<file path="src/rtl/lfsr_pkg.sv">
// Shared LFSR constants and the next-state helper for the noise-source blocks.
package lfsr_pkg;

    localparam int LFSR_MAX_W = 64;

    localparam logic [15:0] LFSR_TAPS16 = 16'hB400;
    localparam logic [15:0] LFSR_SEED16 = 16'hACE1;
    localparam logic [23:0] LFSR_TAPS24 = 24'hD8_0000;
    localparam logic [23:0] LFSR_SEED24 = 24'h9F_FFAF;
    localparam logic [31:0] LFSR_TAPS32 = 32'hA300_0000;
    localparam logic [31:0] LFSR_SEED32 = 32'h1357_9BDF;

    // Caller zero-extends state/taps and keeps only its own WIDTH LSBs of the result.
    function automatic logic [LFSR_MAX_W-1:0] lfsr_next(
        input logic [LFSR_MAX_W-1:0] state,
        input logic [LFSR_MAX_W-1:0] taps
    );
        return {state[LFSR_MAX_W-2:0], ^(state & taps)};
    endfunction

endpackage

</file>
<file path="src/rtl/lfsr_rate_div.sv">
// Strobe divider: asserts adv on every (rate+1)-th step_en strobe.
module lfsr_rate_div
    import lfsr_pkg::*;
#(
    parameter int DIV_W = 8
) (
    input  logic             clk,
    input  logic             reset,
    input  logic             step_en,
    input  logic [DIV_W-1:0] rate,
    input  logic             clr,
    output logic             adv
);

    logic [DIV_W-1:0] div_cnt;

    // >= rather than == so a rate lowered below the running count fires next strobe.
    assign adv = step_en && !clr && (div_cnt >= rate);

    always_ff @(posedge clk or negedge reset) begin
        if (!reset) begin
            div_cnt <= '0;
        end else if (clr) begin
            div_cnt <= '0;
        end else if (adv) begin
            div_cnt <= '0;
        end else if (step_en) begin
            div_cnt <= div_cnt + 1'b1;
        end
    end

endmodule

</file>
<file path="src/rtl/lfsr_noise_bank.sv">
// Multi-channel noise source: one Fibonacci LFSR feeding a delay line of per-voice taps.
module lfsr_noise_bank
    import lfsr_pkg::*;
#(
    parameter int                WIDTH    = 24,
    parameter int                OUT_W    = 16,
    parameter int                CHANNELS = 6,
    parameter logic [WIDTH-1:0]  TAPS     = LFSR_TAPS24,
    parameter logic [WIDTH-1:0]  SEED     = LFSR_SEED24,
    parameter int                DIV_W    = 8
) (
    input  logic                      clk,
    input  logic                      reset,
    input  logic                      step_en,
    input  logic [DIV_W-1:0]          rate,
    input  logic                      seed_load,
    input  logic [WIDTH-1:0]          seed,
    output logic [CHANNELS*OUT_W-1:0] ch_out,
    output logic                      valid,
    output logic                      lockup
);

    logic [WIDTH-1:0]      state;
    logic [LFSR_MAX_W-1:0] next_full;
    logic                  div_adv;
    logic                  do_adv;

    lfsr_rate_div #(.DIV_W(DIV_W)) u_div (
        .clk     (clk),
        .reset   (reset),
        .step_en (step_en),
        .rate    (rate),
        .clr     (seed_load),
        .adv     (div_adv)
    );

    assign next_full = lfsr_next(LFSR_MAX_W'(state), LFSR_MAX_W'(TAPS));
    // Seed load and lock-up recovery both take the clk; the delay line only moves on a real advance.
    assign do_adv    = div_adv && !seed_load && (state != '0);

    always_ff @(posedge clk or negedge reset) begin
        if (!reset) begin
            state  <= SEED;
            valid  <= 1'b0;
            lockup <= 1'b0;
        end else begin
            valid <= 1'b0;
            if (seed_load) begin
                state  <= (seed == '0) ? SEED : seed;
                lockup <= 1'b0;
            end else if (state == '0) begin
                state  <= SEED;
                lockup <= 1'b1;
            end else if (do_adv) begin
                state <= next_full[WIDTH-1:0];
                valid <= 1'b1;
            end
        end
    end

    // Channel CHANNELS-1 takes the outgoing state; each older channel takes its newer neighbour.
    for (genvar k = 0; k < CHANNELS; k++) begin : g_ch
        logic        [WIDTH-1:0] tap;
        logic signed [OUT_W-1:0] word;

        if (k == CHANNELS - 1) begin : g_newest
            always_ff @(posedge clk or negedge reset) begin
                if (!reset) tap <= '0;
                else if (do_adv) tap <= state;
            end
        end else begin : g_older
            always_ff @(posedge clk or negedge reset) begin
                if (!reset) tap <= '0;
                else if (do_adv) tap <= g_ch[k+1].tap;
            end
        end

        assign word                     = tap[WIDTH-1 -: OUT_W];
        assign ch_out[k*OUT_W +: OUT_W] = word;
    end

endmodule

</file>
<file path="config.mk">
export PLATFORM = sky130hd
export DESIGN_NAME = lfsr_noise_bank
export DESIGN_NICKNAME = d
export VERILOG_FILES = /design/src/rtl/lfsr_pkg.sv /design/src/rtl/lfsr_rate_div.sv /design/src/rtl/lfsr_noise_bank.sv
export SDC_FILE = /design/constraint.sdc
export NUM_CORES = 1
export LEC_CHECK = 0
export ABC_AREA = 1
export BUFFER_PORTS_ARGS = -buffer_cell sky130_fd_sc_hd__buf_4
export CORE_MARGIN = 3
export CORE_UTILIZATION = 47
export CTS_BUF_LIST = sky130_fd_sc_hd__clkbuf_4 sky130_fd_sc_hd__clkbuf_8
export DETAILED_ROUTE_END_ITERATION = 7
export GPL_TIMING_DRIVEN = 0
export PLACE_DENSITY_LB_ADDON = 0.08
export SYNTH_ARGS = -nofsm -noshare
export SYNTH_HDL_FRONTEND = slang
export SYNTH_SLANG_ARGS = --single-unit
</file>
<file path="constraint.sdc">
create_clock -name clk -period 2.3 [get_ports clk]
set_input_delay 0.46 -clock clk [delete_from_list [all_inputs] [get_ports clk]]
set_output_delay 0.46 -clock clk [all_outputs]
set_load 0.01 [all_outputs]
</file>
==> impl_metrics.tcl <==
set metrics [dict create \
    grt_overflow_total 0 \
    n_antenna_cell 0 \
    synth_cell_types 23 \
    coreArea_mm2 0.0133 \
    cts_tree "built" \
    seq_power_share 0.483 \
    dpl_worst_slack_ns 0.00235 \
    avgSynthCellArea_um2 7.68 \
    timing.final.crit_share 0.924 \
    p_int_mw 3.86 \
    final_common_cell "nand2_1" \
    clk_latency_ns 0.46 \
    ir_worst_vdd_mv 0.672 \
    p_leak_nw 4.81 \
    power_mw 5.18 \
    clkPwrFrac 0.417 \
    hpwlAfterDp_mm 12.9 \
    vias 6183 \
    antenna_found_initial 0 \
    hold_path_class "in2reg" \
    synth_flop_cell "dfrtp_1" \
    start_util 0.483 \
    drv_slew 0 \
    path_max_fanout 10 \
    tns_ns 0 \
    final_cell_mix "nand2_1, buf_4, dfrtp_1" \
    synthesis.area_mm2 0.00645 \
    vias_per_cell 5.23 \
    crit_path_start_kind "flop" \
    hold_violations 0 \
    grt_pass1_vias 5522 \
    yosysWarningCount 0 \
    die_h_um 123 \
    cp_slowest_stage_delay_ns 0.42 \
    io-pin-count 134 \
    grtUsageTotal 0.242 \
    place.gp.congestion 0.853 \
    n_fill_cell 1287 \
    async_flop_share 1.00 \
    first_pass_iters 5 \
    stdcell_area_mm2 0.00814 \
    wl_per_cell_um 15.2 \
    synth_nets 886 \
    rsz0062_at_grt "no" \
    wirelength_mm 17.9 \
    clock_sinks 130 \
    grt_pass1_wl_mm 28.3 \
    period_needed_ns 2.12 \
    postLayoutCoreUtil 0.610 \
    drv_cap 0 \
    route.detailed.drc 0 \
    pwr-share-comb 0.100 \
    drt_iter0_drc 487 \
    p_sw_frac 0.254 \
    cts_buffers 17 \
    cp_slowest_cell "dfrtp_1" \
    max_slew.worst_pin.slew_ns 0.652 \
    cts_buffer_depth 2 \
    portBuffers 133 \
    syn_inst 840 \
    crit_type "reg2reg" \
    root_buffer "clkbuf_8" \
    setup_viol_count_final 0 \
    path_cells "ha_1, a21oi_1, nor2_1, nor2_1, nand3_2, nand3_2, buf_6, buf_4, nand2_1, nand2_1" \
    fmax_mhz 471 \
    seq_area_frac_synth 0.508 \
    fp.dieW_um 123 \
    power.switching_mw 1.31 \
    cp.arrival_ns 2.52 \
    pwr_density_cell_mw_per_mm2 636 \
    cts_setup_buffers 0 \
    ys_ff_latch 130 \
    rows 42 \
    dieArea_mm2 0.0152 \
    crit_required_ns 2.69 \
    drive_gt1_frac 0.222 \
    clk_transition_reported_paths_ns 0.08 \
    outcome "complete, no violations" \
    ctsHtreeMaxLevel 4 \
    area_growth_syn_to_layout_pct 26.3 \
    setup_ws_ns 0.176 \
    slew_headroom 0.565 \
    critPathCaptureType "flop" \
    nets 1040 \
    grt_max_degree 102 \
    skew_ns 0.0135 \
    dpl_cell_area_mm2 0.00770 \
    synth_edf_count 0 \
    antenna_left 0 \
]
[worst paths after layout]
| kind | start | to | slack [ns] | cells past startpoint |
|---|---|---|---|---|
| setup / recovery | u_div.div_cnt[5] | g_ch[0].tap[21] | 0.18 | 10 |
| hold reg to reg | g_ch[0].tap[17] | g_ch[0].tap[17] | 0.47 | 2 |
| setup reg to reg | u_div.div_cnt[5] | g_ch[0].tap[21] | 0.18 | 10 |
| hold / removal | seed[4] | state[4] | 0.33 | 5 |
| max in group asynchronous | reset | state[13] | 1.05 | 3 |
| min in group asynchronous | reset | u_div.div_cnt[5] | 0.44 | 2 |
[what timing repair did]
action | 4_1_cts | 5_1_grt
resized for setup | 0 | 2
hold buffers | 1 | 0
setup endpoints to repair | 0 | 4
endpoints found under the hold margin | 19 | 0
[registers in the layout, indices dropped and copies added (netlist names)]
register,count
state,24
valid,1
u_div.div_cnt,8
g_ch.tap,96
lockup,1
[power groups by stage]
stage          clock, mW  combinational (mW)  sequential (mW)
4_1_cts             2.18               0.524             2.50
3_5_place_dp           0               0.521             2.54
6_report            2.16               0.517             2.50
2_1_floorplan          0               0.287             2.52
5_1_grt             2.28               0.603             2.51
3_3_place_gp           0               0.505             2.54
[layout make-up]
| type | count | area (um2) | share of cell area |
|---|---|---|---|
| clock buffer | 22 | 278 | 0.0341 |
| tap | 176 | 220 | 0.0270 |
| clock inverter | 10 | 158 | 0.0194 |
| buffer | 56 | 270 | 0.0332 |
| multi-input combinational | 585 | 2640 | 0.324 |
| inverter | 69 | 259 | 0.0318 |
| sequential | 130 | 3280 | 0.403 |
| timing repair buffer | 135 | 1040 | 0.128 |
[synthesized netlist by cell type (2+ instances only)]
master | n | area (um2)
inv_2 | 2 | 7.51
ha_1 | 10 | 125
nand4_1 | 98 | 613
o21ai_0 | 6 | 30.0
dfrtp_1 | 110 | 2750
dfstp_2 | 20 | 526
a21oi_1 | 3 | 15.0
inv_1 | 66 | 248
nand2_2 | 2 | 12.5
nand3_1 | 35 | 175
nor2_1 | 32 | 120
nand2_1 | 388 | 1460
clkbuf_1 | 26 | 97.6
buf_4 | 6 | 45.0
buf_2 | 23 | 115
xor2_1 | 5 | 43.8
nand3_2 | 2 | 20.0
[per-stage QoR]
| step | cells | hold slack [ns] |
|---|---|---|
| floorplan | 840 | 0.164 |
| CTS | 1183 | 0.309 |
| global route | 1183 | 0.347 |
| global placement | 1149 | 0.456 |
| detailed placement | 1150 | 0.364 |
| finish | 1183 | 0.325 |
[critical path, delay by kind of cell, from the launching register on]
family                   cells  cell delay (ns)
AO/OA/AOI/OAI                1             0.15
adder cells (fa/ha/maj)      1             0.30
buffers and inverters        2             0.36
flip-flops                   1             0.42
AND/OR/NAND/NOR              6             0.81
[cells by family (layout without fill, tap and decap cells)]
family	after synthesis	after routing	share of synthesized area
buf+inv	125	292	0.0819
compound gates	11	11	0.00912
simple gates	559	559	0.374
flops	130	130	0.508
xor+xnor	5	5	0.00679
fa+ha+maj	10	10	0.0194
[layer usage]
metal | GRT usage | vias up | routed length (um)
met5 | 0 | - | 0
met4 | 0.0734 | 0 | 252
met3 | 0.0517 | 22 | 1200
met2 | 0.361 | 214 | 8150
met1 | 0.356 | 2940 | 8320
li1 | - | 3007 | -
Power figures use the tool's default switching activity.
